--- config.mk ---
export PLATFORM = sky130hd
export DESIGN_NAME = fetch_stage
export DESIGN_NICKNAME = d
export VERILOG_FILES = /design/src/rtl/fetch_stage.sv
export SDC_FILE = /design/constraint.sdc
export NUM_CORES = 1
export LEC_CHECK = 0
export ABC_CLOCK_PERIOD_IN_PS = 3000
export CORE_ASPECT_RATIO = 0.7
export CORE_MARGIN = 10
export CORE_UTILIZATION = 40
export CTS_BUF_LIST = sky130_fd_sc_hd__clkbuf_16
export DETAILED_ROUTE_END_ITERATION = 10
export PLACE_DENSITY_LB_ADDON = 0.1
export SYNTH_ARGS = -nofsm -noshare
export SYNTH_HDL_FRONTEND = slang
export SYNTH_SLANG_ARGS = --single-unit
--- constraint.sdc ---
create_clock -name clk -period 3 [get_ports clk]
set_input_delay 0.45 -clock clk [delete_from_list [all_inputs] [get_ports clk]]
set_output_delay 0.45 -clock clk [all_outputs]
set_load 0.01 [all_outputs]
--- src/rtl/fetch_stage.sv ---
// Instruction fetch stage: one-outstanding imem request FSM feeding the IF/ID register.
// Latency: 2 cycles from pc latch to if_valid at the earliest. Backpressure: id_ready low holds IF/ID with pc_hold=1.
// Optional macro FETCH_PARITY_EN adds imem_rparity and an even-parity check on returned words.
module fetch_stage (
    input  logic        clk,
    input  logic        reset,
    input  logic [31:0] pc,
    output logic        pc_hold,
    input  logic        flush,
    output logic        imem_req,
    output logic [31:0] imem_addr,
    input  logic [31:0] imem_rdata,
    input  logic        imem_rvalid,
`ifdef FETCH_PARITY_EN
    input  logic        imem_rparity,
`endif
    output logic        if_valid,
    output logic [31:0] if_instr,
    output logic [31:0] if_pc,
    input  logic        id_ready,
    output logic        fetch_fault
);

    typedef enum logic [1:0] {IDLE, WAIT, FULL, DRAIN} state_t;

    localparam logic [31:0] NOP = 32'h0000_0013;

    state_t      state, state_nxt;
    logic [31:0] req_pc, req_pc_nxt;
    logic [31:0] addr_nxt, instr_nxt, if_pc_nxt;
    logic        req_nxt, valid_nxt, fault_nxt;
    logic [3:0]  cnt, cnt_nxt;
    logic        parity_err;

`ifdef FETCH_PARITY_EN
    assign parity_err = ^{imem_rdata, imem_rparity};
`else
    assign parity_err = 1'b0;
`endif

    always_ff @(posedge clk) begin
        if (!reset) begin
            state       <= IDLE;
            imem_req    <= 1'b0;
            imem_addr   <= 32'h0;
            req_pc      <= 32'h0;
            if_valid    <= 1'b0;
            if_instr    <= NOP;
            if_pc       <= 32'h0;
            fetch_fault <= 1'b0;
            cnt         <= 4'h0;
        end else begin
            state       <= state_nxt;
            imem_req    <= req_nxt;
            imem_addr   <= addr_nxt;
            req_pc      <= req_pc_nxt;
            if_valid    <= valid_nxt;
            if_instr    <= instr_nxt;
            if_pc       <= if_pc_nxt;
            fetch_fault <= fault_nxt;
            cnt         <= cnt_nxt;
        end
    end

    always_comb begin
        state_nxt  = state;
        req_nxt    = 1'b0;
        addr_nxt   = imem_addr;
        req_pc_nxt = req_pc;
        valid_nxt  = if_valid;
        instr_nxt  = if_instr;
        if_pc_nxt  = if_pc;
        fault_nxt  = 1'b0;
        cnt_nxt    = cnt;
        pc_hold    = 1'b1;

        if (flush) begin
            // A response still in flight must be swallowed before a new request can go out.
            valid_nxt = 1'b0;
            cnt_nxt   = 4'h0;
            if ((state == WAIT || state == DRAIN) && !imem_rvalid)
                state_nxt = DRAIN;
            else
                state_nxt = IDLE;
        end else begin
            case (state)
                IDLE: begin
                    pc_hold    = 1'b0;
                    req_pc_nxt = pc;
                    addr_nxt   = pc;
                    req_nxt    = 1'b1;
                    cnt_nxt    = 4'h0;
                    state_nxt  = WAIT;
                end
                WAIT: begin
                    if (imem_rvalid && !parity_err) begin
                        instr_nxt = imem_rdata;
                        if_pc_nxt = req_pc;
                        valid_nxt = 1'b1;
                        state_nxt = FULL;
                    end else if (imem_rvalid || cnt == 4'hF) begin
                        // Bad word or lost response: reissue to the same address.
                        fault_nxt = 1'b1;
                        req_nxt   = 1'b1;
                        cnt_nxt   = 4'h0;
                    end else begin
                        cnt_nxt = cnt + 4'd1;
                    end
                end
                FULL: begin
                    if (id_ready) begin
                        pc_hold    = 1'b0;
                        req_pc_nxt = pc;
                        addr_nxt   = pc;
                        req_nxt    = 1'b1;
                        valid_nxt  = 1'b0;
                        cnt_nxt    = 4'h0;
                        state_nxt  = WAIT;
                    end
                end
                DRAIN: begin
                    if (imem_rvalid)
                        state_nxt = IDLE;
                end
                default: state_nxt = IDLE;
            endcase
        end

        if (!reset)
            pc_hold = 1'b1;
    end

endmodule

==> impl_metrics.sql, run 1 <==
INSERT INTO impl_metrics (metric_group, metric, value, unit) VALUES
('floorplan', 'design.core.area', '9870', 'um2'),
('placement', 'final_hpwl_dp', '8810', 'um'),
('yosys', 'combinational_family_with_the_most_area_after_synthesis', 'simple AND/OR/NAND/NOR gates', ''),
('worst_setup_path', 'worst_path_dominant_cell_family', 'buffers and inverters', ''),
('worst_setup_path', 'worstPathRequired', '2.55', 'ns'),
('clock_tree', 'cts-root-to-sink-buffers', '2', ''),
('yosys', 'yosysTopAreaCellShare', '0.511', ''),
('worst_hold_path', 'worst_hold_path.endpoint', 'if_pc[26]', ''),
('placement', 'gp_congestion', '0.735', ''),
('clock_tree', 'clock_latency', '0.34', 'ns'),
('global_route', 'pin_count_of_the_biggest_net_entering_global_routing', '71', ''),
('route', 'drt-initial-drc-count', '231', ''),
('floorplan', 'chipWidth', '141', 'um'),
('outcome', 'outcome', 'complete, no violations', ''),
('floorplan', 'dieHeight', '105', 'um'),
('final_layout', 'area_delta_synth_final', '49.5', '%'),
('global_route', 'globalRoute.totalOverflow', '0', ''),
('worst_setup_path', 'worstSetupPathType', 'in -> out', ''),
('yosys', 'synth_seq_cells', '105', ''),
('worst_hold_path', 'worstHoldPathCells', '2', ''),
('yosys', 'synthSimpleGateAreaFrac', '0.235', ''),
('clock_tree', 'h-tree-depth', '3', ''),
('timing', 'clock_skew', '0.00599', 'ns'),
('worst_setup_path', 'worstPathMaxFanout', '9', ''),
('floorplan', 'floorplan.initialDensity', '0.417', ''),
('global_route', 'wire_length_of_the_first_global_routing_pass', '20300', 'um'),
('worst_setup_path', 'critPathBufInv', '2', ''),
('timing', 'tightest_slew', '0.709', 'ns'),
('worst_setup_path', 'critical_path_slowest_stage_cell', 'clkdlybuf4s50_1', ''),
('clock_tree', 'post_cts_hold_buffer_count', '0', ''),
('worst_setup_path', 'ordered_cell_list_for_the_critical_path', 'clkdlybuf4s50_1 > nand2b_1 > or3_1 > clkdlybuf4s50_1', ''),
('worst_setup_path', 'critPathMostFrequentCell', 'clkdlybuf4s50_1', ''),
('final_layout', 'final_layout_size_suffix_gt1_frac', '0.0460', ''),
('yosys', 'synth.top_cells.by_area', 'dfxtp_1 (51%), a21oi_1 (12%), nand2_1 (12%), or4b_1 (7.8%), o31ai_1 (5.8%)', ''),
('timing', 'part_of_the_cycle_the_worst_path_needs', '0.884', ''),
('floorplan', 'pin_count', '169', ''),
('yosys', 'ys_types', '30', ''),
('timing', 'setup_total_negative_slack', '0', 'ns'),
('timing', 'grt_setup_unrepaired', 'false', ''),
('global_route', 'grt_antenna_before_repair', '1', ''),
('timing', 'shortest_clock_period_the_worst_path_allows_after_layout', '2.65', 'ns'),
('worst_setup_path', 'reg2reg_depth', '4', ''),
('yosys', 'yosys_most_used_dff', 'dfxtp_1', ''),
('worst_setup_path', 'worstSetupEndpointType', 'output pin', ''),
('worst_setup_path', 'worst-r2r-setup-slack', '0.97', 'ns'),
('yosys', 'synth_top_area_cell', 'dfxtp_1', ''),
('floorplan', 'die-area', '14800', 'um2'),
('worst_hold_path', 'worst_hold_startpoint', 'if_pc[26]', ''),
('yosys', 'synth-adder-area-share', '0.00304', ''),
('yosys', 'synthMuxAreaShare', '0', ''),
('worst_setup_path', 'r2r_end', 'cnt[3]', ''),
('timing', 'hold_viol_final', '0', ''),
('yosys', 'complex_gate_fraction_of_the_synthesized_area', '0.198', ''),
('clock_tree', 'clock_tree_from_tritoncts', 'done', ''),
('global_route', 'grt_use_total', '0.166', ''),
('timing', 'setup_viol_count_final', '0', ''),
('worst_setup_path', 'critical_path_arrival', '2.20', 'ns'),
('yosys', 'synthMostInstantiatedCell', 'nand2_1', ''),
('yosys', 'netlist_area', '4120', 'um2'),
('worst_setup_path', 'worst_r2r_startpoint', 'state[0]', ''),
('yosys', 'yosys_warnings', '0', ''),
('yosys', 'part_of_the_yosys_area_used_for_sequential_elements', '0.511', ''),
('timing', 'hold_ws', '0.454', 'ns'),
('placement', 'io_buffers', '168', ''),
('worst_hold_path', 'hp-class', 'reg -> reg', ''),
('worst_setup_path', 'critPathLaunchType', 'input pin', ''),
('clock_tree', 'tritoncts_num_sinks', '105', ''),
('clock_tree', 'post_cts_setup_repair_buffer_count', '0', ''),
('yosys', 'synth.net_count', '554', ''),
('power', 'irDropWorstVdd', '0.000397', 'V'),
('route', 'first_pass_iters', '4', '');
metrics by stage:
step	utilization	cells	setup slack (ns)	area, um2	power [W]
after global placement	0.592	742	0.368	5840	0.00187
after detailed placement	0.592	742	0.356	5840	0.00188
after floorplan	-	484	1.42	4120	0.00166
final	0.624	759	0.349	6160	0.00307
after global routing	0.624	759	0.262	6160	0.00321
after CTS	0.623	758	0.350	6150	0.00311
tightest hold or removal path: cells and delay by family, from the launching register on:
family           cells  cell delay, ns
flip-flops           1            0.31
AND/OR/NAND/NOR      1            0.05
AO/OA/AOI/OAI        1            0.05
metal layers:
metal | vias up | GRT usage | wire [um]
li1 | 1986 | - | -
met1 | 1799 | 0.199 | 5400
met2 | 105 | 0.257 | 5970
met3 | 4 | 0.0846 | 1160
met4 | 0 | 0.0397 | 27
met5 | - | 0 | 0
cell usage in the layout (no fill, tap or decap), drive strengths merged, types with 4 or more instances in the layout:
| cell type | n |
|---|---|
| dfxtp | 105 |
| or4b | 32 |
| o21ai | 4 |
| nand2 | 130 |
| a21oi | 99 |
| nand3 | 7 |
| clkbuf | 9 |
| buf | 11 |
| o31ai | 32 |
| clkdlybuf4s50 | 167 |
cell type report:
cell class              count  area (um2)
fillers                   848        3720
flip-flops and latches    105        2100
multi-input cells         330        1820
repair buffers            178        1750
clock buffers               9         225
well taps                 128         160
clock inverters             7        86.3
inverters                   1        3.75
diodes                      1        2.50
sequential cells by signal, summed over array words and instances (netlist names):
| name | count |
|---|---|
| if_instr | 32 |
| if_pc | 32 |
| req_pc | 32 |
| cnt | 4 |
| state | 2 |
| fetch_fault | 1 |
| if_valid | 1 |
| imem_req | 1 |
worst max path at each step:
stage	depth (start not counted)	endpoint	slack, ns
global route	4	pc_hold	0.26
detailed placement	4	pc_hold	0.36
floorplan	3	pc_hold	1.42
global placement	4	pc_hold	0.37
finish	4	pc_hold	0.35
CTS	4	pc_hold	0.35
cells by family after synthesis:
| kind of cell | Yosys count |
|---|---|
| buf+inv | 49 |
| fa+ha+maj | 1 |
| simple gates | 187 |
| compound gates | 142 |
| flops | 105 |
where the power goes:
group	total [W]	switching, W	internal, W
Combinational	0.000371	0.000165	0.000207
Clock	0.00122	0.000500	0.000723
Sequential	0.00147	0.0000329	0.00144
Total	0.00307	0.000698	0.00237
Power figures use the tool's default switching activity.
==> run 2, diff against run 1 <==
--- a/config.mk
+++ b/config.mk
@@ -12,6 +12,7 @@
 export CTS_BUF_LIST = sky130_fd_sc_hd__clkbuf_16
 export DETAILED_ROUTE_END_ITERATION = 10
 export PLACE_DENSITY_LB_ADDON = 0.1
+export SLEW_MARGIN = 15
 export SYNTH_ARGS = -nofsm -noshare
 export SYNTH_HDL_FRONTEND = slang
 export SYNTH_SLANG_ARGS = --single-unit
==> results of run 2 <==
Same layout as run 1: the final DEF is identical, and so are final timing and power.
==> run 3, diff against run 2 <==
==> constraint.sdc (replaced) <==
create_clock -name clk -period 3 [get_ports clk]
set_input_delay 0.45 -clock clk [delete_from_list [all_inputs] [get_ports clk]]
set_output_delay 0.45 -clock clk [all_outputs]
set_load 0.005 [all_outputs]
==> run 3 against run 2 <==
Worst hold slack lost 0.0024 ns. Cell count down 0.13%. Utilization down 0.25 points. Critical path type unchanged.
==> impl_metrics.sql, run 3 (synthesized netlist as in run 1, its figures left out) <==
INSERT INTO impl_metrics (metric_group, metric, value, unit) VALUES
('worst_setup_path', 'worstSetupPathType', 'in -> out', ''),
('timing', 'tightest_slew', '0.780', 'ns'),
('global_route', 'grt_antenna_before_repair', '0', ''),
('final_layout', 'area_delta_synth_final', '48.9', '%'),
('route', 'met1_wire_length', '5560', 'um'),
('timing', 'clock.fmax', '0.384', 'GHz'),
('clock_tree', 'post_cts_resized', '0', ''),
('floorplan', 'chipWidth', '141', 'um'),
('global_route', 'pin_count_of_the_biggest_net_entering_global_routing', '71', ''),
('final_layout', 'final_cell_count_no_fill', '758', ''),
('floorplan', 'dieHeight', '105', 'um'),
('clock_tree', 'cts.clk_slew.worst_paths', '0.07', 'ns'),
('route', 'met3_wire_length', '1110', 'um'),
('worst_setup_path', 'worstPathRequired', '2.55', 'ns'),
('floorplan', 'placement_rows', '30', ''),
('route', 'drt-initial-drc-count', '211', ''),
('route', 'postRouteAntennaNets', '0', ''),
('timing', 'setup_total_negative_slack', '0', 'ns'),
('power', 'irDropWorstVdd', '0.000337', 'V'),
('clock_tree', 'clock_latency', '0.34', 'ns'),
('final_layout', 'fin_nets', '695', ''),
('clock_tree', 'clock_tree.root_cell', 'clkbuf_16', ''),
('timing', 'hold_ws', '0.451', 'ns'),
('timing', 'postLayoutSetupSlackWorst', '0.393', 'ns'),
('route', 'routed.top_layer', 'met4', ''),
('final_layout', 'antenna_cells', '0', ''),
('final_layout', 'layout.cells.most_common', 'clkdlybuf4s50_1', ''),
('timing', 'clock_skew', '0.00708', 'ns'),
('worst_setup_path', 'critPathLaunchType', 'input pin', ''),
('power', 'total_power', '0.00289', 'W'),
('worst_setup_path', 'worstSetupEndpointType', 'output pin', ''),
('clock_tree', 'tritoncts_num_sinks', '105', ''),
('floorplan', 'design.core.area', '9870', 'um2'),
('timing', 'setup_viol_count_final', '0', ''),
('final_layout', 'layout_common_cells', 'clkdlybuf4s50_1 (167), nand2_1 (130), dfxtp_1 (104)', ''),
('placement', 'final_hpwl_dp', '8930', 'um'),
('placement', 'io_buffers', '168', ''),
('clock_tree', 'post_cts_setup_repair_buffer_count', '0', ''),
('clock_tree', 'cts-root-to-sink-buffers', '2', ''),
('clock_tree', 'h-tree-depth', '3', ''),
('global_route', 'globalRoute.totalOverflow', '0', ''),
('worst_setup_path', 'worstPathMaxFanout', '9', ''),
('timing', 'relSlewSlack', '0.479', ''),
('timing', 'shortest_clock_period_the_worst_path_allows_after_layout', '2.61', 'ns'),
('timing', 'part_of_the_cycle_the_worst_path_needs', '0.869', ''),
('clock_tree', 'post_cts_hold_buffer_count', '0', ''),
('final_layout', 'footprint_of_the_multi_input_gates', '1820', 'um2'),
('clock_tree', 'clock_tree_from_tritoncts', 'done', ''),
('route', 'wl_per_cell', '16.7', 'um'),
('floorplan', 'die-area', '14800', 'um2'),
('route', 'routed-via-count', '3917', ''),
('route', 'drc', '0', ''),
('global_route', 'grt_pass1_vias', '3815', ''),
('clock_tree', 'cts_made_buffers', '9', ''),
('final_layout', 'final-seq-area', '2100', 'um2'),
('job', 'number_of_max_capacitance_violations_reported', '0', ''),
('worst_hold_path', 'hp-class', 'reg -> reg', ''),
('global_route', 'wire_length_of_the_first_global_routing_pass', '20200', 'um'),
('route', 'first_pass_iters', '4', ''),
('timing', 'hold_viol_final', '0', ''),
('route', 'detail_route.vias_per_cell', '5.17', ''),
('final_layout', 'final_layout_size_suffix_gt1_frac', '0.0460', ''),
('timing', 'grt_setup_unrepaired', 'false', ''),
('route', 'amount_of_wire_on_met2_after_detailed_routing', '5880', 'um'),
('floorplan', 'floorplan.initialDensity', '0.417', ''),
('final_layout', 'top_regs', 'if_instr (32), if_pc (32), req_pc (32)', ''),
('outcome', 'outcome', 'complete, no violations', ''),
('route', 'wl', '12600', 'um'),
('power', 'power.density_cell_area', '471', 'nW/um2'),
('power', 'power.static_leakage', '2.13', 'nW'),
('placement', 'pre_cts_slack', '0.385', 'ns'),
('floorplan', 'pin_count', '169', ''),
('global_route', 'grt_use_total', '0.163', ''),
('placement', 'numPlacedInstances', '742', ''),
('timing', 'drv_slew', '0', ''),
('final_layout', 'filler_cell_count', '864', ''),
('worst_setup_path', 'critical_path_arrival', '2.16', 'ns'),
('placement', 'gp_congestion', '0.735', '');
## run 3: critical path, cell delays in order
cell,delay (ns)
clkdlybuf4s50_1,0.58
nand2b_1,0.23
or3_1,0.40
clkdlybuf4s50_1,0.49
## run 3: through the flow
step / util / instance area [um2]
floorplan: - / 4120
global placement: 0.594 / 5870
detailed placement: 0.594 / 5870
CTS: 0.621 / 6130
global route: 0.621 / 6130
finish: 0.621 / 6130
## run 3: routing by layer
metal	track usage	vias to the layer above
met5	0	-
met4	0.0397	0
met3	0.0746	7
met2	0.256	109
met1	0.199	1817
li1	-	1984
## run 3: final timing paths
path,depth (start not counted),slack (ns),start,to
max,4,0.39,reset,pc_hold
max reg2reg,5,1.21,state[0],if_instr[9]
min reg2reg,2,0.45,if_instr[15],if_instr[15]
min,2,0.45,if_instr[15],if_instr[15]
## run 3: cell type report
class / count / share of cell area
tap: 128 / 0.0261
inverter: 1 / 0.000612
clock buffer: 9 / 0.0367
timing repair buffer: 178 / 0.290
sequential: 105 / 0.343
clock inverter: 7 / 0.00633
multi-input combinational: 330 / 0.297
## run 3: where the power goes
part | total [W] | internal (W) | switching [W]
logic | 0.000360 | 0.000210 | 0.000150
registers | 0.00147 | 0.00144 | 0.0000332
clock network | 0.00105 | 0.000554 | 0.000501
